File: src/rtl/phase_timer.sv
// Loadable down-counter timing the display on/off phases; expired while the count is zero.
module phase_timer #(
  parameter int unsigned Width = 4
) (
  input  logic             clock,
  input  logic             reset,
  input  logic             load_i,
  input  logic [Width-1:0] load_val_i,
  output logic             expired_o
);

  logic [Width-1:0] cnt_d, cnt_q;

  always_comb begin
    cnt_d = cnt_q;
    if (load_i) begin
      cnt_d = load_val_i;
    end else if (cnt_q != '0) begin
      cnt_d = cnt_q - Width'(1);
    end
  end

  always_ff @(posedge clock) begin
    if (reset) begin
      cnt_q <= '0;
    end else begin
      cnt_q <= cnt_d;
    end
  end

  assign expired_o = (cnt_q == '0);

endmodule

File: config.mk
export PLATFORM = sky130hd
export DESIGN_NAME = phase_timer
export DESIGN_NICKNAME = d
export VERILOG_FILES = /design/src/rtl/phase_timer.sv
export SDC_FILE = /design/constraint.sdc
export NUM_CORES = 1
export LEC_CHECK = 0
export ABC_CLOCK_PERIOD_IN_PS = 1500
export BUFFER_PORTS_ARGS = -buffer_cell sky130_fd_sc_hd__buf_2
export CAP_MARGIN = 20
export CORE_AREA = 3 3 40 42
export CTS_BUF_LIST = sky130_fd_sc_hd__clkbuf_8
export DETAILED_ROUTE_END_ITERATION = 8
export DIE_AREA = 0 0 43 45
export PLACE_DENSITY = 0.36
export RECOVER_POWER = 25
export SYNTH_ARGS = -nofsm -noshare
export SYNTH_HDL_FRONTEND = slang
export SYNTH_SLANG_ARGS = --single-unit
File: constraint.sdc
create_clock -name clock -period 1.5 [get_ports clock]
set_clock_uncertainty 0.1 [all_clocks]
set_input_delay 0.15 -clock clock [delete_from_list [all_inputs] [get_ports clock]]
set_output_delay 0.15 -clock clock [all_outputs]
set_load 0.01 [all_outputs]
; Word-level counts from Yosys, hierarchy flattened
; Cells that the tools add are included.
[word_totals]
ff_bits = 4
in_bits = 7
out_inout_bits = 1
wordCells = 7
[op_classes]
n_addsub = 1
mux = 2
n_reduce_logical = 3
[ops]
columns = cell, count
row1 = 2-to-1 mux 4 bit, 2
row2 = zero test 4 bit, 1
row3 = nonzero test 4 bit, 1
row4 = "subtractor 4 x 1 -> 4 bit, second input constant", 1
row5 = nonzero test 2 bit, 1

; Logic depth before layout (Yosys ltp)
; Gate-level depths: netlist of run 1.
[depth]
depth_word = 3
depth_mapped = 5
depth_no_buf = 5

; Least setup slack after synthesis of run 1
; Ideal clock, no wire load.
[synth_path]
kind = flip-flop to flip-flop
start = reg cnt_q[0]
end = reg cnt_q[1]
setup_time_ns = 0.075
t_arrival_ns = 1.299
required_ns = 1.325
path_slack_ns = 0.026
path_stages_with_launch = 6
path_buffers = 0
period_less_slack_ns = 1.474
path_cell_list = dfxtp_1 -> inv_1 -> ha_1 -> nor3b_4 -> mux2_2 -> o22ai_1
[synth_between]
elab_chain_cells = 3
elab_cells_between_ends = 5
cone_classes = add/sub: 1 / mux: 2 / reduce/logical: 2
[synth_rtl]
columns = element, line_no
row1 = start: declaration, 12  ; logic [Width-1:0] cnt_d, cnt_q;
row2 = start signal: assignment, 27  ; cnt_q <= cnt_d;
row3 = subtractor 4 x 1 -> 4 bit, 19  ; cnt_d = cnt_q - Width'(1);
row4 = 2-to-1 mux 4 bit, 18  ; end else if (cnt_q != '0) begin
row5 = 2-to-1 mux 4 bit, 16  ; if (load_i) begin
; Parallel ways exist; a longest one is shown, timed or not. The select of a mux whose other input is x is not followed.
; A chain may end at the register's enable or synchronous reset.

; Worst setup path after layout of run 1
[layout_path]
start = reg cnt_q[1]
end = out expired_o
[layout_between]
elab_chain_cells = 1
[layout_rtl]
columns = element, line_no
row1 = zero test 4 bit, 31  ; assign expired_o = (cnt_q == '0);
row2 = end: declaration, 9  ; output logic expired_o
; No other way between the ends.

==> results of run 1 <==
-- layout make-up --
cell class              instances  share of cell area
inverters                       2              0.0195
clock buffers                   3               0.107
well taps                      15              0.0489
flip-flops and latches          4               0.208
repair buffers                 11               0.195
multi-input cells              18               0.420
-- logic make-up (layout without fill, tap and decap cells) --
logic type      count (synthesis)  in the layout  synth area share
compound gates                  3              3            0.0929
flops                           4              4             0.350
xor+xnor                        2              2            0.0765
mux                             1              1            0.0492
buf+inv                         2             16            0.0328
fa+ha+maj                       1              1            0.0546
simple gates                   11             11             0.344
-- cells in the mapped netlist (all sizes together) --
cell type and count:
dfxtp 4, ha 1, nor2b 2, o32ai 1, xnor2 2, nor3 3, mux2 1, and3b 1
inv 2, nor3b 1, or2 1, o22ai 2, nand2 3
-- metal layers --
metal,share of wire,wire length (um),global-route usage,vias to the layer above
li1,-,-,-,112
met1,0.41,208,0.0507,101
met2,0.51,256,0.0958,5
met3,0.042,21,0.0120,2
met4,0.036,18,0.0723,0
met5,0,0,0,-
-- power breakdown --
| group | leakage, nW | internal [mW] | switching [mW] |
|---|---|---|---|
| clock network | 0.0216 | 0.171 | 0.0549 |
| registers | 0.0332 | 0.120 | 0.0130 |
| logic | 0.111 | 0.107 | 0.0617 |
-- how the worst max path moves through the flow --
stage               cells past startpoint                    end
detailed placement                      5  cnt_q[1]$_SDFFE_PP0P_
floorplan                               5  cnt_q[1]$_SDFFE_PP0P_
CTS                                     5              expired_o
global route                            5              expired_o
global placement                        5  cnt_q[1]$_SDFFE_PP0P_
finish                                  5              expired_o
-- repair_timing --
item	4_1_cts	5_1_grt
setup buffers	3	0
pin swaps	1	1
hold endpoints to repair	0	0
endpoints found under the setup margin	1	2
gates resized for setup	3	3
==> metrics.cfg, run 1 <==
[detailed_routing]
dr.first_iter.drc_count=2
viasPerCell=4.15
finalWirelength_um=505
ant_nets=0
post_drt_wl_per_cell_um=9.53
vias=220
first_pass_iters=2
drc_errors=0

[worst_setup_path]
worst_path_max_delay_cell=dfxtp_1
worstSetupEndpointType=output pin
reg2reg_slack_ns=0.07
cp_top_family=buffers and inverters
reg2reg_to=cnt_q[1]$_SDFFE_PP0P_
critPathKind=flop to output pin
r2r-start=cnt_q[1]$_SDFFE_PP0P_
r2r_cells=5
cp_common_cell=buf_6
critPathLaunch=cnt_q[1]$_SDFFE_PP0P_
worst-path-buf-inv=3
crit_fanout=3
crit_chain=inv_1 > ha_4 > nor3b_4 > buf_6 > buf_6
arrival_ns=1.21
required_ns=1.25
cp-start-kind=flop
cp_slowest_stage_delay_ns=0.31

[logic_synthesis]
synth_top_area_share=0.350
yosys-top-cells-area=dfxtp_1, nor3b_4, xnor2_1
ys_ff_latch=4
synthCells=24
avgSynthCellArea_um2=9.54
synth-seq-area-share=0.350
synth_fp_nets=32
synth_cell_types=14
yosysTopAreaCell=dfxtp_1
synthesis.area_um2=229
ys.warnings.count=0

[floorplanning]
dieArea_um2=1940
io_pins=8
initial_utilization=0.178
row_count=13
chipHeight_um=45
die_w_um=43
core_um2=1280

[final_layout]
final_core_util=0.299
syn_to_final_growth_pct=67.8
regMostFlops=cnt_q
final_cell_mix=buf_2, dfxtp_1, nand2_1, clkbuf_8, buf_4
fin_cells=53
nFillCells=142
largest_reg_flops=4
final_nets=48
reg.largest.list=cnt_q: 4 flops
layout-drive-gt1-share=0.579
regArea_um2=80.1
final_area_um2=384
multi_input_area_um2=161
final_common_cell=buf_2
num_antenna_cells=0

[placed_design]
dp_hpwl_um=389
post-place-ws_ns=0.0515
placed_cells=47
io_buffers=7
dpl-instance-area_um2=290
place.gp.congestion=0.771

[worst_hold_path]
worstHoldPathCells=2
holdCritPathClass=primary input to flop
hold-path-endpoint=cnt_q[2]$_SDFFE_PP0P_
hold_start=reset

[timing]
finalSetupTns_ns=0
slew_violations=0
period_share=0.970
fin_crit_ns=1.46
rsz0062_at_grt=false
fmaxAchievable_mhz=687
fin_ws_ns=0.0449
relSlewSlack=0.860
hold_viol=0
setup_viol=0
worst_pin_slew_ns=0.210
whs_ns=0.0638

[clock_tree]
path_clk_slew_ns=0.03
cts_tree=yes
htreeDepth=1
cts_buffer_depth=2
cts_buffers=3
root_buffer=clkbuf_8
clkLatencyLatePin_ns=0.22
cts.sinks=4
hold_buffers=0

[global_route]
grt_usage=0.0567
grt_pass1_wl_um=738
grt_antenna_before_repair=0
grt_remaining_overflow=0
grt_max_degree=7
grt_pass1_vias=205

[run]
cap_viol_max_count=0

[pwr]
peakVddDrop_mv=0.353
powerDensity_nw_per_um2=1380
p_total_uw=528
p_leak_nw=0.166

[outcome]
status=finished, final reports clean

No activity file was read; power rests on OpenSTA's default activity.
==> run 2: changes to the inputs <==
--- a/config.mk
+++ b/config.mk
@@ -15,4 +15,5 @@
 export PLACE_DENSITY = 0.36
 export RECOVER_POWER = 25
+export SETUP_SLACK_MARGIN = 0.5
 export SYNTH_ARGS = -nofsm -noshare
 export SYNTH_HDL_FRONTEND = slang
==> constraint.sdc (replaced) <==
create_clock -name clock -period 1.5 [get_ports clock]
set_clock_uncertainty 0.1 [all_clocks]
set_input_delay 0.225 -clock clock [delete_from_list [all_inputs] [get_ports clock]]
set_output_delay 0.225 -clock clock [all_outputs]
set_load 0.01 [all_outputs]
==> run 2 against run 1 <==
Cell count is 13% higher. First-iteration DRC count is 100% lower. Hold slack better by 0.10 ns. Clock power hardly changed. Count of clock-buffer cells in the layout stayed put. Die area stayed put. Maximum frequency is 3.2% higher. Critical path type unchanged. Critical endpoint unchanged.
==> metrics.cfg, run 2 (synthesis gave the netlist of run 1 again) <==
[worst_setup_path]
crit_fanout=2  ; was 3
crit_chain=inv_2 > ha_4 > nor3b_4 > buf_2  ; was inv_1 > ha_4 > nor3b_4 > buf_6 > buf_6
worst_path_max_delay_cell=dfxtp_1  ; unchanged
r2r-start=cnt_q[1]$_SDFFE_PP0P_  ; unchanged
cp_top_family=flip-flops  ; was buffers and inverters
worst-path-buf-inv=2  ; was 3
reg2reg_slack_ns=0.12  ; was 0.07 ns
cp.depth=4  ; was 5
arrival_ns=1.09  ; was 1.21 ns
cp-start-kind=flop  ; unchanged
critPathKind=flop to output pin  ; unchanged
worstSetupEndpointType=output pin  ; unchanged
cp_slowest_stage_delay_ns=0.31  ; about the same
required_ns=1.17  ; was 1.25 ns
r2r_cells=6  ; was 5
reg2reg_to=cnt_q[1]$_SDFFE_PP0P_  ; unchanged

[floorplanning]
die_w_um=43  ; unchanged
dieArea_um2=1940  ; unchanged
io_pins=8  ; unchanged
row_count=13  ; unchanged
initial_utilization=0.178  ; unchanged
core_um2=1280  ; unchanged
chipHeight_um=45  ; unchanged

[placed_design]
placed_cells=46  ; was 47
post-place-ws_ns=0.0698  ; was 0.0515 ns
place.gp.congestion=0.718  ; was 0.771
dp_hpwl_um=415  ; was 389 um
io_buffers=7  ; unchanged

[pwr]
seq_power_share=0.229  ; was 0.252
peakVddDrop_mv=0.546  ; was 0.353 mV
swShare=0.257  ; was 0.245
pwr-share-comb=0.381  ; was 0.320
p_sw_uw=151  ; was 130 uW
powerDensity_nw_per_um2=1280  ; was 1380 nW/um2
p_int_uw=437  ; was 399 uW
p_clk_frac=0.390  ; was 0.427
p_leak_nw=0.207  ; was 0.166 nW

[timing]
slew_violations=0  ; unchanged
rsz0062_at_grt=true  ; was false
fmaxAchievable_mhz=709  ; was 687 MHz
finalSetupTns_ns=0  ; unchanged
fin_ws_ns=0.0899  ; was 0.0449 ns
period_share=0.940  ; was 0.970
setup_viol=0  ; unchanged
relSlewSlack=0.864  ; was 0.860
hold_viol=0  ; unchanged
fin_crit_ns=1.41  ; was 1.46 ns
worst_pin_slew_ns=0.204  ; was 0.210 ns

[final_layout]
final_common_cell=buf_4  ; was buf_2
syn_to_final_growth_pct=100  ; was 67.8%
final_nets=55  ; was 48
fin_cells=60  ; was 53
largest_reg_flops=4  ; unchanged
regMostFlops=cnt_q  ; unchanged
layout-drive-gt1-share=0.756  ; was 0.579
num_antenna_cells=0  ; unchanged
reg.largest.list=cnt_q: 4 flops  ; unchanged
nFillCells=142  ; unchanged
final_cell_mix=buf_4, buf_2, nand2_1, clkbuf_8, dfxtp_1  ; was buf_2, dfxtp_1, nand2_1, clkbuf_8, buf_4
final_core_util=0.356  ; was 0.299

[detailed_routing]
vias=246  ; was 220
post_drt_wl_per_cell_um=11.9  ; was 9.53 um
ant_nets=0  ; unchanged
first_pass_iters=1  ; was 2
finalWirelength_um=711  ; was 505 um
viasPerCell=4.10  ; was 4.15
drc_errors=0  ; unchanged
dr.first_iter.drc_count=0  ; was 2

[worst_hold_path]
holdCritPathClass=primary input to flop  ; unchanged
hold-path-endpoint=cnt_q[0]$_SDFFE_PP0P_  ; was cnt_q[2]$_SDFFE_PP0P_
hold_start=load_val_i[0]  ; was reset
worstHoldPathCells=3  ; was 2

[run]
cap_viol_max_count=0  ; unchanged

[global_route]
grt_remaining_overflow=0  ; unchanged
grt_max_degree=7  ; unchanged
grt_pass1_vias=274  ; was 205
grt_usage=0.0850  ; was 0.0567
grt_pass1_wl_um=1110  ; was 738 um
grt_antenna_before_repair=0  ; unchanged

[clock_tree]
clkLatencyLatePin_ns=0.22  ; about the same
cts.sinks=4  ; unchanged
cts_buffers=3  ; unchanged
htreeDepth=1  ; unchanged
cts_tree=yes  ; unchanged
root_buffer=clkbuf_8  ; unchanged
cts_buffer_depth=2  ; unchanged
path_clk_slew_ns=0.03  ; about the same

[outcome]
status=finished, final reports clean  ; unchanged

## run 2: cell types whose count changed in the layout (fill, tap and decap cells not counted), sizes merged
cell	change
buf	+7
## run 2: how the worst max path moves through the flow
| stage | start | endpoint | slack (ns) |
|---|---|---|---|
| after global routing | cnt_q[1]$_SDFFE_PP0P_ | expired_o | 0.03 |
| after global placement | cnt_q[0]$_SDFFE_PP0P_ | cnt_q[1]$_SDFFE_PP0P_ | 0.11 |
| after detailed placement | cnt_q[0]$_SDFFE_PP0P_ | cnt_q[1]$_SDFFE_PP0P_ | 0.07 |
| after floorplan | cnt_q[1]$_SDFFE_PP0P_ | cnt_q[1]$_SDFFE_PP0P_ | 0.12 |
| after CTS | cnt_q[0]$_SDFFE_PP0P_ | expired_o | 0.09 |
| final | cnt_q[1]$_SDFFE_PP0P_ | expired_o | 0.09 |
## run 2: metrics by stage
stage,total power [mW],instance area (um2),hold WS [ns]
after floorplan,0.228,246,0.204
after global placement,0.256,300,0.367
after detailed placement,0.260,300,0.373
after CTS,0.561,429,0.165
after global routing,0.620,458,0.178
final,0.587,458,0.167
## run 2: layout make-up
cell class / instances / area [um2] / area share
well taps: 15 / 18.8 / 0.0410
clock buffers: 3 / 41.3 / 0.0902
multi-input cells: 18 / 184 / 0.402
flip-flops and latches: 4 / 81.3 / 0.178
inverters: 2 / 7.51 / 0.0164
repair buffers: 18 / 125 / 0.273
## run 2: timing repair
action,4_1_cts,5_1_grt
buffers inserted,7,4
pin swaps,3,2
endpoints found under the setup margin,5,5
hold buffers,0,0
cloned,0,0
resized for setup,7,0
## run 2: metal layers
layer | track usage | part of all wire | vias up
met5 | 0 | 0 | -
met3 | 0.0558 | 0.066 | 2
met1 | 0.0821 | 0.38 | 110
li1 | - | - | 127
met2 | 0.126 | 0.53 | 7
met4 | 0.0723 | 0.023 | 0
## run 2: power by group through the flow
stage / Sequential, mW / Combinational, mW / Clock, mW
after global routing: 0.135 / 0.242 / 0.243
after detailed placement: 0.137 / 0.123 / 0
after floorplan: 0.134 / 0.0938 / 0
after global placement: 0.137 / 0.119 / 0
final: 0.134 / 0.224 / 0.229
after CTS: 0.135 / 0.195 / 0.231
## run 2: worst min-delay path, cell delays in order
cell and delay (ns):
buf_2 0.10, nand2_1 0.05, o22ai_1 0.06
==> run 3: changes to the inputs <==
- PLACE_DENSITY: 0.36 -> default
- PLACE_DENSITY_LB_ADDON: default -> 0.2
==> run 3 against run 2 <==
Die area is the same. Non-clock buffer count shrank 3. Count of clock-buffer cells in the layout is the same. Total power shrank 5.4%. Sequential share of layout area grew 1.8 points. Global-route usage shrank 0.58 points. Critical path depth grew 2. Clock power shrank 3%. Worst setup slack lost 0.0072 ns. Via count grew 1.2%. Final area shrank 7.9%. Critical endpoint is now cnt_q[1]$_SDFFE_PP0P_.
==> metrics.cfg, run 3 (synthesis gave the netlist of run 1 again) <==
[outcome]
status=finished, final reports clean  ; unchanged

[global_route]
grt_pass1_wl_um=1060  ; was 1110 um
grt_pass1_vias=273  ; was 274
grt_remaining_overflow=0  ; unchanged
grt_max_degree=7  ; unchanged
grt_usage=0.0792  ; was 0.0850
grt_antenna_before_repair=0  ; unchanged

[final_layout]
regMostFlops=cnt_q  ; unchanged
reg.largest.list=cnt_q: 4 flops  ; unchanged
final_nets=52  ; was 55
nFillCells=151  ; was 142
final_cell_mix=buf_2, buf_4, nand2_1, clkbuf_8  ; was buf_4, buf_2, nand2_1, clkbuf_8, dfxtp_1
final_core_util=0.328  ; was 0.356
layout-drive-gt1-share=0.714  ; was 0.756
largest_reg_flops=4  ; unchanged
final_area_um2=422  ; was 458 um2
num_antenna_cells=0  ; unchanged
syn_to_final_growth_pct=84.2  ; was 100%

[worst_hold_path]
worstHoldPathCells=3  ; unchanged
hold_start=load_val_i[1]  ; was load_val_i[0]
hold-path-endpoint=cnt_q[1]$_SDFFE_PP0P_  ; was cnt_q[0]$_SDFFE_PP0P_
holdCritPathClass=primary input to flop  ; unchanged

[detailed_routing]
first_pass_iters=2  ; was 1
viasPerCell=4.37  ; was 4.10
ant_nets=0  ; unchanged
finalWirelength_um=710  ; was 711 um
vias=249  ; was 246
dr.first_iter.drc_count=1  ; was 0
post_drt_wl_per_cell_um=12.5  ; was 11.9 um
drc_errors=0  ; unchanged

[timing]
slew_violations=0  ; unchanged
whs_ns=0.158  ; was 0.167 ns
worst_pin_slew_ns=0.208  ; was 0.204 ns
rsz0062_at_grt=true  ; unchanged
hold_viol=0  ; unchanged
relSlewSlack=0.861  ; was 0.864
finalSetupTns_ns=0  ; unchanged
fmaxAchievable_mhz=706  ; was 709 MHz
fin_crit_ns=1.42  ; was 1.41 ns
period_share=0.945  ; was 0.940
setup_viol=0  ; unchanged

[clock_tree]
cts_tree=yes  ; unchanged
hold_buffers=0  ; unchanged
root_buffer=clkbuf_8  ; unchanged
htreeDepth=1  ; unchanged
cts.sinks=4  ; unchanged
path_clk_slew_ns=0.03  ; about the same
cts_buffer_depth=2  ; unchanged
clkLatencyLatePin_ns=0.21  ; was 0.22 ns
cts_buffers=3  ; unchanged

[worst_setup_path]
crit_fanout=3  ; was 2
worstSetupEndpointType=flop  ; was output pin
r2r_cells=6  ; unchanged
critPathKind=flop to flop  ; was flop to output pin
reg2reg_to=cnt_q[1]$_SDFFE_PP0P_  ; unchanged
arrival_ns=1.45  ; was 1.09 ns
required_ns=1.54  ; was 1.17 ns
r2r-start=cnt_q[1]$_SDFFE_PP0P_  ; unchanged
cp-start-kind=flop  ; unchanged
reg2reg_slack_ns=0.08  ; was 0.12 ns

[floorplanning]
core_um2=1280  ; unchanged
row_count=13  ; unchanged
die_w_um=43  ; unchanged
dieArea_um2=1940  ; unchanged
chipHeight_um=45  ; unchanged
io_pins=8  ; unchanged
initial_utilization=0.178  ; unchanged

[placed_design]
dp_hpwl_um=428  ; was 415 um
io_buffers=7  ; unchanged
place.gp.congestion=0.753  ; was 0.718
dpl-instance-area_um2=300  ; unchanged

[pwr]
peakVddDrop_mv=0.426  ; was 0.546 mV
powerDensity_nw_per_um2=1320  ; was 1280 nW/um2
p_leak_nw=0.189  ; was 0.207 nW

[run]
cap_viol_max_count=0  ; unchanged

[run 3: cell types whose count changed in the layout (fill, tap and decap cells not counted), sizes merged]
cell | previous run | this run
buf | 18 | 15
[run 3: critical path: stages (launching register included)]
cell     delay (ns)
dfxtp_2        0.31
inv_2          0.07
ha_4           0.13
nor3b_4        0.20
buf_4          0.15
mux2_4         0.29
o22ai_1        0.09
[run 3: how the worst max path moves through the flow]
stage	startpoint	to	slack, ns	depth (start not counted)
2_1_floorplan	cnt_q[1]$_SDFFE_PP0P_	cnt_q[1]$_SDFFE_PP0P_	0.12	5
3_5_place_dp	cnt_q[1]$_SDFFE_PP0P_	cnt_q[1]$_SDFFE_PP0P_	0.11	5
4_1_cts	cnt_q[0]$_SDFFE_PP0P_	expired_o	0.07	4
5_1_grt	cnt_q[1]$_SDFFE_PP0P_	cnt_q[1]$_SDFFE_PP0P_	0.02	6
6_report	cnt_q[1]$_SDFFE_PP0P_	cnt_q[1]$_SDFFE_PP0P_	0.08	6
3_3_place_gp	cnt_q[1]$_SDFFE_PP0P_	cnt_q[1]$_SDFFE_PP0P_	0.12	5
[run 3: layout make-up]
| cell class | instances | area [um2] | share of cell area |
|---|---|---|---|
| Timing Repair Buffer | 15 | 98.8 | 0.234 |
| Tap cell | 15 | 18.8 | 0.0445 |
| Multi-Input combinational cell | 18 | 173 | 0.409 |
| Clock buffer | 3 | 41.3 | 0.0979 |
| Inverter | 2 | 7.51 | 0.0178 |
| Sequential cell | 4 | 82.6 | 0.196 |
[run 3: through the flow]
stage / setup slack [ns] / power, mW / cells
6_report: 0.0826 / 0.556 / 57
5_1_grt: 0.0176 / 0.589 / 57
4_1_cts: 0.0746 / 0.540 / 55
3_5_place_dp: 0.109 / 0.260 / 46
3_3_place_gp: 0.118 / 0.260 / 46
2_1_floorplan: 0.121 / 0.228 / 24
[run 3: per-layer routing]
metal	vias up	part of all wire	GRT usage
met2	9	0.56	0.156
met3	2	0.079	0.0677
met1	117	0.34	0.0580
li1	121	-	-
met5	-	0	0
met4	0	0.017	0.0120
[run 3: what timing repair did]
item                                   4_1_cts  5_1_grt
setup endpoints to repair                    5        5
resized for setup                            4        1
endpoints found under the hold margin        0        0
buffers inserted                             6        2
pin swaps                                    3        2
[run 3: where the power goes]
group	switching, mW	internal [mW]
clock	0.0524	0.171
sequential	0.0132	0.122
combinational	0.0746	0.123
total	0.140	0.416
